==> src/rtl/doodle_pkg.sv <==
// Shared types and constants for the doodle vertical-motion engine.
// Define DOODLE_TERMINAL_VEL_EN to cap fall speed at MAX_FALL_V.
package doodle_pkg;

    typedef logic [9:0] ypos_t;
    typedef logic [5:0] vel_t;

    typedef enum logic [2:0] {
        StIdle,
        StRise,
        StFall,
        StBounce,
        StScroll
    } jump_state_t;

    localparam ypos_t DOODLE_H    = 10'd80;
    localparam ypos_t EARTH       = 10'd700;
    localparam ypos_t REST_Y      = EARTH - DOODLE_H;
    localparam ypos_t SCROLL_LINE = 10'd420;
    localparam vel_t  JUMP_V0     = 6'd20;
    localparam vel_t  MAX_FALL_V  = 6'd12;

`ifdef DOODLE_TERMINAL_VEL_EN
    localparam vel_t FALL_V_CAP = MAX_FALL_V;
`else
    localparam vel_t FALL_V_CAP = 6'd63;
`endif

    // Widen to 11 bits so a downward move clips at the bottom instead of wrapping.
    function automatic ypos_t sat_add(input ypos_t a, input ypos_t b);
        logic [10:0] sum;
        sum = {1'b0, a} + {1'b0, b};
        return sum[10] ? 10'h3ff : sum[9:0];
    endfunction

endpackage

==> src/rtl/doodle_kinematics_step.sv <==
// One frame of gravity: next y and velocity for RISE/FALL, saturating both ends.
module doodle_kinematics_step
    import doodle_pkg::*;
(
    input  jump_state_t state,
    input  ypos_t       y,
    input  vel_t        vel,
    input  vel_t        vel_max,
    output ypos_t       y_next,
    output vel_t        vel_next
);

    vel_t vel_inc;

    always_comb begin
        y_next   = y;
        vel_next = vel;
        vel_inc  = vel;
        if (state == StRise) begin
            y_next   = (y > {4'd0, vel}) ? y - {4'd0, vel} : '0;
            vel_next = vel - 6'd1;
        end else if (state == StFall) begin
            vel_inc  = (vel >= vel_max) ? vel_max : vel + 6'd1;
            vel_next = vel_inc;
            y_next   = sat_add(y, {4'd0, vel_inc});
        end
    end

endmodule

==> src/rtl/doodle_jump_controller.sv <==
// Doodle vertical-motion FSM: gravity per frame, landing snap/bounce, scroll handshake.
// Optional build macro DOODLE_TERMINAL_VEL_EN caps fall velocity (see doodle_pkg).
module doodle_jump_controller
    import doodle_pkg::*;
(
    input  logic       clk,
    input  logic       rst,
    input  logic       frame_tick,
    input  logic       start,
    input  logic       doodle_collision,
    input  logic       move_collision,
    input  logic [9:0] ground_y,
    output logic [9:0] doodle_y,
    output logic       doodle_fall_direction,
    output logic [5:0] velocity,
    output logic       scroll_valid,
    input  logic       scroll_ready,
    output logic [9:0] scroll_dy
);

    jump_state_t state_q, state_d;
    ypos_t       y_q, y_d, ground_q, ground_d, dy_q, dy_d;
    vel_t        vel_q, vel_d;
    logic        fall_q, fall_d, sv_q, sv_d, move_q, move_d;
    ypos_t       step_y;
    vel_t        step_vel;

    doodle_kinematics_step u_step (
        .state    (state_q),
        .y        (y_q),
        .vel      (vel_q),
        .vel_max  (FALL_V_CAP),
        .y_next   (step_y),
        .vel_next (step_vel)
    );

    always_ff @(posedge clk) begin
        if (rst) begin
            state_q  <= StIdle;
            y_q      <= REST_Y;
            vel_q    <= '0;
            fall_q   <= 1'b0;
            sv_q     <= 1'b0;
            dy_q     <= '0;
            move_q   <= 1'b0;
            ground_q <= '0;
        end else begin
            state_q  <= state_d;
            y_q      <= y_d;
            vel_q    <= vel_d;
            fall_q   <= fall_d;
            sv_q     <= sv_d;
            dy_q     <= dy_d;
            move_q   <= move_d;
            ground_q <= ground_d;
        end
    end

    always_comb begin
        state_d  = state_q;
        y_d      = y_q;
        vel_d    = vel_q;
        fall_d   = fall_q;
        sv_d     = sv_q;
        dy_d     = dy_q;
        move_d   = move_q;
        ground_d = ground_q;
        unique case (state_q)
            StIdle: begin
                if (start) begin
                    state_d = StRise;
                    vel_d   = JUMP_V0;
                end
            end
            StRise: begin
                if (frame_tick) begin
                    y_d   = step_y;
                    vel_d = step_vel;
                    if (step_vel == '0) begin
                        state_d = StFall;
                        fall_d  = 1'b1;
                    end
                end
            end
            StFall: begin
                if (frame_tick) begin
                    if (doodle_collision) begin
                        // Snap onto the surface; velocity is kept until the bounce.
                        y_d      = (ground_y < DOODLE_H) ? '0 : ground_y - DOODLE_H;
                        move_d   = move_collision;
                        ground_d = ground_y;
                        state_d  = StBounce;
                    end else begin
                        y_d   = step_y;
                        vel_d = step_vel;
                    end
                end
            end
            StBounce: begin
                if (move_q) begin
                    sv_d    = 1'b1;
                    dy_d    = (ground_q >= SCROLL_LINE) ? '0 : SCROLL_LINE - ground_q;
                    state_d = StScroll;
                end else begin
                    state_d = StRise;
                    vel_d   = JUMP_V0;
                    fall_d  = 1'b0;
                end
            end
            StScroll: begin
                if (sv_q && scroll_ready) begin
                    y_d     = sat_add(y_q, dy_q);
                    sv_d    = 1'b0;
                    state_d = StRise;
                    vel_d   = JUMP_V0;
                    fall_d  = 1'b0;
                end
            end
            default: state_d = StIdle;
        endcase
    end

    assign doodle_y              = y_q;
    assign doodle_fall_direction = fall_q;
    assign velocity              = vel_q;
    assign scroll_valid          = sv_q;
    assign scroll_dy             = dy_q;

endmodule

==> config.mk <==
export PLATFORM = sky130hd
export DESIGN_NAME = doodle_jump_controller
export DESIGN_NICKNAME = d
export VERILOG_FILES = /design/src/rtl/doodle_pkg.sv /design/src/rtl/doodle_kinematics_step.sv /design/src/rtl/doodle_jump_controller.sv
export SDC_FILE = /design/constraint.sdc
export NUM_CORES = 1
export LEC_CHECK = 0
export CORE_ASPECT_RATIO = 1.2
export CORE_MARGIN = 4
export CORE_UTILIZATION = 57
export CTS_CLUSTER_DIAMETER = 80
export DETAILED_ROUTE_END_ITERATION = 8
export PLACE_DENSITY = 0.81
export SYNTH_ARGS = -nofsm -noshare
export SYNTH_HDL_FRONTEND = slang
export SYNTH_SLANG_ARGS = --single-unit
export TNS_END_PERCENT = 10
==> constraint.sdc <==
create_clock -name clk -period 3.8 [get_ports clk]
set_input_delay 0.38 -clock clk [delete_from_list [all_inputs] [get_ports clk]]
set_output_delay 0.38 -clock clk [all_outputs]
set_load 0.02 [all_outputs]
======== After elaboration in Yosys (flattened, before gate mapping) ========
Index checks and enable logic that the tools add are counted.
word-level totals
  bits in registers ....................... 42
  bits of input ports ..................... 17
  output and inout port bits .............. 28
  logic and storage cells ................. 82
cells by class
  $add $sub $neg .......................... 7
  magnitude comparators ................... 4
  equality and inequality tests ........... 13
  mux-type cells .......................... 36
  reductions and logical operators ........ 14
operators by type and width
  cell                   count
  $mux 10                10
  $mux 6                 9
  $pmux 10 s3            1
  $pmux 6 s5             1
  $mux 3                 7
  $ne 2x2->1 const B     9
  $pmux 3 s5             1
  $add 10x10->11         1
  $add 10x6->11          1
  $ge 10x9->1 const B    1
  $gt 10x6->1            1
  $lt 10x7->1 const B    1
  $sub 10x6->10          1
  $sub 10x7->10 const B  1
  $sub 9x10->10 const A  1
  $reduce_and 7->1       1
  $add 6x1->6 const B    1
  $eq 3x2->1 const B     2
  $ge 6x6->1 const B     1
  $logic_not 6->1        1
  $reduce_and 3->1       2
  $reduce_and 6->1       1
  $reduce_bool 3->1      2
  $sub 6x1->6 const B    1
  other kinds (12)       16

======== Depth between registers and ports, before layout ========
  depth after elaboration ................. 8
  gate-level depth with buffers ........... 14
  mapped depth without buffers ............ 14

======== Hierarchy ========
Synthesis repeated with hierarchy kept, for this count alone.
second synthesis, totals
  cell total of the unflattened synthesis .. 486
  area total of the unflattened synthesis .. 3798.6 um^2
by module, submodules not included
  module                  instances  cells each  area an instance (um^2)  sequential area each (um^2)
  doodle_jump_controller  1          306         2513.7                   840.8
  doodle_kinematics_step  1          180         1285.0                   0.0

======== Least setup slack after synthesis ========
OpenSTA, ideal clock, no wires.
  kind .................................... reg2reg
  start point ............................. register vel_q[1], in the netlist velocity[1]
  end point ............................... register y_q[8], in the netlist doodle_y[8]
  library setup time ...................... 0.133 ns
  arrival time ............................ 3.318 ns
  data required time ...................... 3.667 ns
  slack ................................... 0.349 ns
  cell stages (with the launch flop) ...... 15
  buffers on the path ..................... 0
  clock period less this slack ............ 3.451 ns
  path through ............................ dfxtp_1 ha_1 and4_1 nand2_1 nand2_1 ha_1 inv_1 fa_1 nor2b_1 o21ai_0 a21boi_0 o22ai_1 or4b_2 o2111ai_1 a311oi_1
between the ends
  cells in the longest elaborated chain, start to end .. 8
  elaborated cells between the ends (all ways) .. 13
  classes of those cells .................. 3 x add/sub; 2 x order compare; 8 x mux
RTL lines
  what                                              RTL line                      RTL
  start, declared                                   doodle_jump_controller.sv:23  vel_t vel_q, vel_d;
  start signal, assigned                            doodle_jump_controller.sv:50  vel_q <= vel_d;
  $add 6x1->6 / $ge 6x6->1 (equally long branches)  doodle_kinematics_step.sv:23  vel_inc = (vel >= vel_max) ? vel_max : vel + 6'd1;
  $mux 6                                            doodle_kinematics_step.sv:23
  $add 10x6->11                                     doodle_pkg.sv:32              sum = {1'b0, a} + {1'b0, b};
  $mux 10                                           doodle_pkg.sv:33              return sum[10] ? 10'h3ff : sum[9:0];
  $mux 10 (*)                                       doodle_kinematics_step.sv:19  if (state == StRise) begin
  $mux 10                                           doodle_jump_controller.sv:87  if (doodle_collision) begin
  $mux 10                                           doodle_jump_controller.sv:86  if (frame_tick) begin
  $pmux 10 s3 (*)                                   doodle_jump_controller.sv:68  unique case (state_q)
  end signal, assigned                              doodle_jump_controller.sv:49  y_q <= y_d;
  end, declared                                     doodle_jump_controller.sv:22  ypos_t y_q, y_d, ground_q, ground_d, dy_q, dy_d;
Mark *: on every way between the ends. The rest lies on a longest branch, timed or not. The select of a mux whose other input is x is not followed.
A chain may end at the register's enable or synchronous reset.

======== Final worst setup path ========
Ends and elaborated chain as after synthesis.

==> flow_metrics.tcl <==
set metrics [dict create \
    reg2reg_slack_ns 0.30 \
    clockBufferDepth 2 \
    setup_viol 0 \
    critPathMaxStageDelay_ns 0.63 \
    ys.flop_type "dfxtp_1" \
    tritoncts "done" \
    io_pins 45 \
    dpl.hpwl_um 7935 \
    ys_types 66 \
    slew_headroom 0.4936 \
    worst_slew_pin_slew_ns 0.7574 \
    peakVddDrop_mv 0.3092 \
    rr_endpoint "doodle_y[8]$_SDFFE_PP0P_" \
    slew_violations 0 \
    worst_ep_arrival_time_ns 3.67 \
    cts.clk_slew.worst_paths_ns 0.09 \
    yosys_warnings 0 \
    max-cap-violations 0 \
    grt_pass1_vias 3744 \
    port_buffers 44 \
    cts-buffers-inserted 5 \
    die_height_um 96.09 \
    core_area_um2 6167 \
    dieWidth_um 81.41 \
    ys_seq_area_frac 0.2281 \
    antenna_cells 0 \
    nets 567 \
    cts_htree_levels 2 \
    ant_nets 0 \
    dieArea_um2 7823 \
    min_to "scroll_valid$_SDFFE_PP0P_" \
    hold_class "register to register" \
    path_cells "ha_4, and4_1, nand2_1, nand2_1, ha_1, inv_1, fa_1, nor2b_1, o21ai_0, a21boi_1, o22ai_1, or4b_2, o2111ai_1, a311oi_1" \
    min_from "scroll_valid$_SDFFE_PP0P_" \
    ys_top_cells_by_area "dfxtp_1, ha_1, nor2_1" \
    via_per_inst 6.267 \
    dr_total_vias 3785 \
    ys_ff_latch 42 \
    p_leak_nw 1.696 \
    reg2reg_from "velocity[1]$_SDFFE_PP0P_" \
    grt_max_degree 29 \
    remaining_drc_errors 0 \
    post-place-cells 596 \
    rsz0062_at_grt "false" \
    status "complete, no violations" \
    place_congestion 0.9416 \
    synth_top_area_frac 0.2281 \
    cp_max_fo 9 \
    pwr_density_cell_nw_per_um2 651.5 \
    yosysTopAreaCell "dfxtp_1" \
    synthCells 487 \
    period_share 0.9218 \
    finalClockSkew_ns 0.006745 \
    wire_per_inst_um 17.04 \
    fmax_mhz 285.5 \
    wl_um 10290 \
    hold_buffers 0 \
    synth_edf_count 0 \
    cpMaxStageDelayCell "or4b_2" \
    setup_tns_ns 0 \
    clock_sinks 42 \
    rows 31 \
    drtIter0Drc 222 \
    initial_core_util 0.5977 \
    area_growth_pct 16.02 \
    clock-root-buffer "clkbuf_8" \
    final_hold_viol_count 0 \
    track_usage 0.2726 \
    cp_data_required_time_ns 3.97 \
    reg2reg_depth 14 \
    syn-num-nets 533 \
    layout-drive-gt1-share 0.05556 \
    whs_path_depth 2 \
    cp_common_cell "nand2_1" \
    cp-start-kind "register" \
    fin_ws_ns 0.2971 \
    finalNonFillerCells 604 \
    synth_area_um2 3686 \
    grt_pass1_wl_um 16770 \
    cpLargestDelayFamily "simple AND/OR/NAND/NOR gates" \
    critPathBufInv 1 \
    clock_latency_ns 0.31 \
    cts_setup_buffers 0 \
    avgSynthCellArea_um2 7.569 \
    antenna_found_initial 0 \
    preCtsSetupSlack_ns 0.02999 \
    first_pass_iters 4 \
    async_reset_ff_frac 0 \
    crit_type "register to register" \
    globalRoute.totalOverflow 0 \
    layout_min_cycle_time_ns 3.503 \
    worst_setup_path_end_kind "register" \
]
## per-layer routing
metal	up-vias	routed length (um)	GRT usage
met5	-	0	0
met4	0	408	0.1451
met3	31	507	0.04026
met2	134	5272	0.5041
met1	1760	4105	0.2933
li1	1860	-	-
## power by group
| part | total, W | leakage (nW) | switching (W) | internal (W) |
|---|---|---|---|---|
| Sequential | 0.000670 | 0.342 | 0.000156 | 0.000514 |
| Combinational | 0.00179 | 1.31 | 0.00103 | 0.000768 |
| Clock | 0.000322 | 0.0482 | 0.000175 | 0.000147 |
| Total | 0.00279 | 1.70 | 0.00136 | 0.00143 |
## tightest hold or removal path: stages (launching register included)
cell and delay [ns]:
dfxtp_1 0.34, nand2_1 0.06, a21oi_1 0.06
## synth_stat cells, drive strengths merged (6+ instances only)
master	count
ha	26
a21o	9
nor3	13
inv	27
buf	8
o21ai	26
xnor2	9
clkbuf	16
xor2	17
a31oi	6
nand3	11
a211oi	10
nor2	64
mux2i	11
a21oi	42
dfxtp	42
nor2b	6
a22oi	10
nand2	39
o21a	7
o22ai	6
nor3b	7
## kinds of logic after synthesis
group | count (synthesis) | synth area share
compound gates | 158 | 0.2902
xor+xnor | 26 | 0.06178
fa+ha+maj | 29 | 0.1045
buf+inv | 51 | 0.05770
flops | 42 | 0.2281
mux | 11 | 0.02987
simple gates | 170 | 0.2278
## per-stage QoR
step	total power, W	utilization	area (um2)	hold WS (ns)
finish	0.002786	0.6934	4277	0.4956
global route	0.003000	0.6934	4277	0.5227
CTS	0.002754	0.6914	4264	0.4934
detailed placement	0.002427	0.6762	4170	0.4816
global placement	0.002385	0.6762	4170	0.4742
floorplan	0.001958	-	3686	0.4807
## worst max path at each step
stage                                         from  slack [ns]                  endpoint  cells past startpoint
final                     velocity[1]$_SDFFE_PP0P_        0.30  doodle_y[8]$_SDFFE_PP0P_                     14
after global routing      velocity[1]$_SDFFE_PP0P_        0.04  doodle_y[8]$_SDFFE_PP0P_                     14
after floorplan           velocity[1]$_SDFFE_PP0P_        0.35  doodle_y[8]$_SDFFE_PP0P_                     14
after detailed placement  velocity[1]$_SDFFE_PP0P_        0.03  doodle_y[8]$_SDFFE_PP0P_                     14
after CTS                 velocity[1]$_SDFFE_PP0P_        0.04  doodle_y[8]$_SDFFE_PP0P_                     14
after global placement    velocity[1]$_SDFFE_PP0P_        0.23  doodle_y[8]$_SDFFE_PP0P_                     14
## state kept, by name (all words and copies together) (netlist names)
| signal | count |
|---|---|
| state_q | 3 |
| velocity | 6 |
| doodle_y | 10 |
| ground_q | 10 |
| scroll_valid | 1 |
| doodle_fall_direction | 1 |
| scroll_dy | 10 |
| move_q | 1 |
## area by class of cell
class | instances | area (um2)
Clock inverter | 1 | 5.005
Fill cell | 537 | 1891
Timing Repair Buffer | 51 | 493.0
Clock buffer | 7 | 86.33
Multi-Input combinational cell | 394 | 2645
Tap cell | 82 | 102.6
Inverter | 27 | 101.3
Sequential cell | 42 | 843.3
## placed cells by master, fill, tap and decap left out, types with 12 or more instances in the layout
cell type	count
nor2_1	64
clkdlybuf4s50_1	44
a21oi_1	42
dfxtp_1	40
nand2_1	39
inv_1	27
o21ai_0	25
ha_1	25
xor2_1	17
nor3_1	12
## what timing repair did
| action | in CTS | in global routing |
|---|---|---|
| gates resized for setup | 1 | 4 |
| pin swaps | 0 | 0 |
| endpoints found under the setup margin | 1 | 5 |
| gates cloned | 0 | 0 |
(Power assumes the default switching activity.)
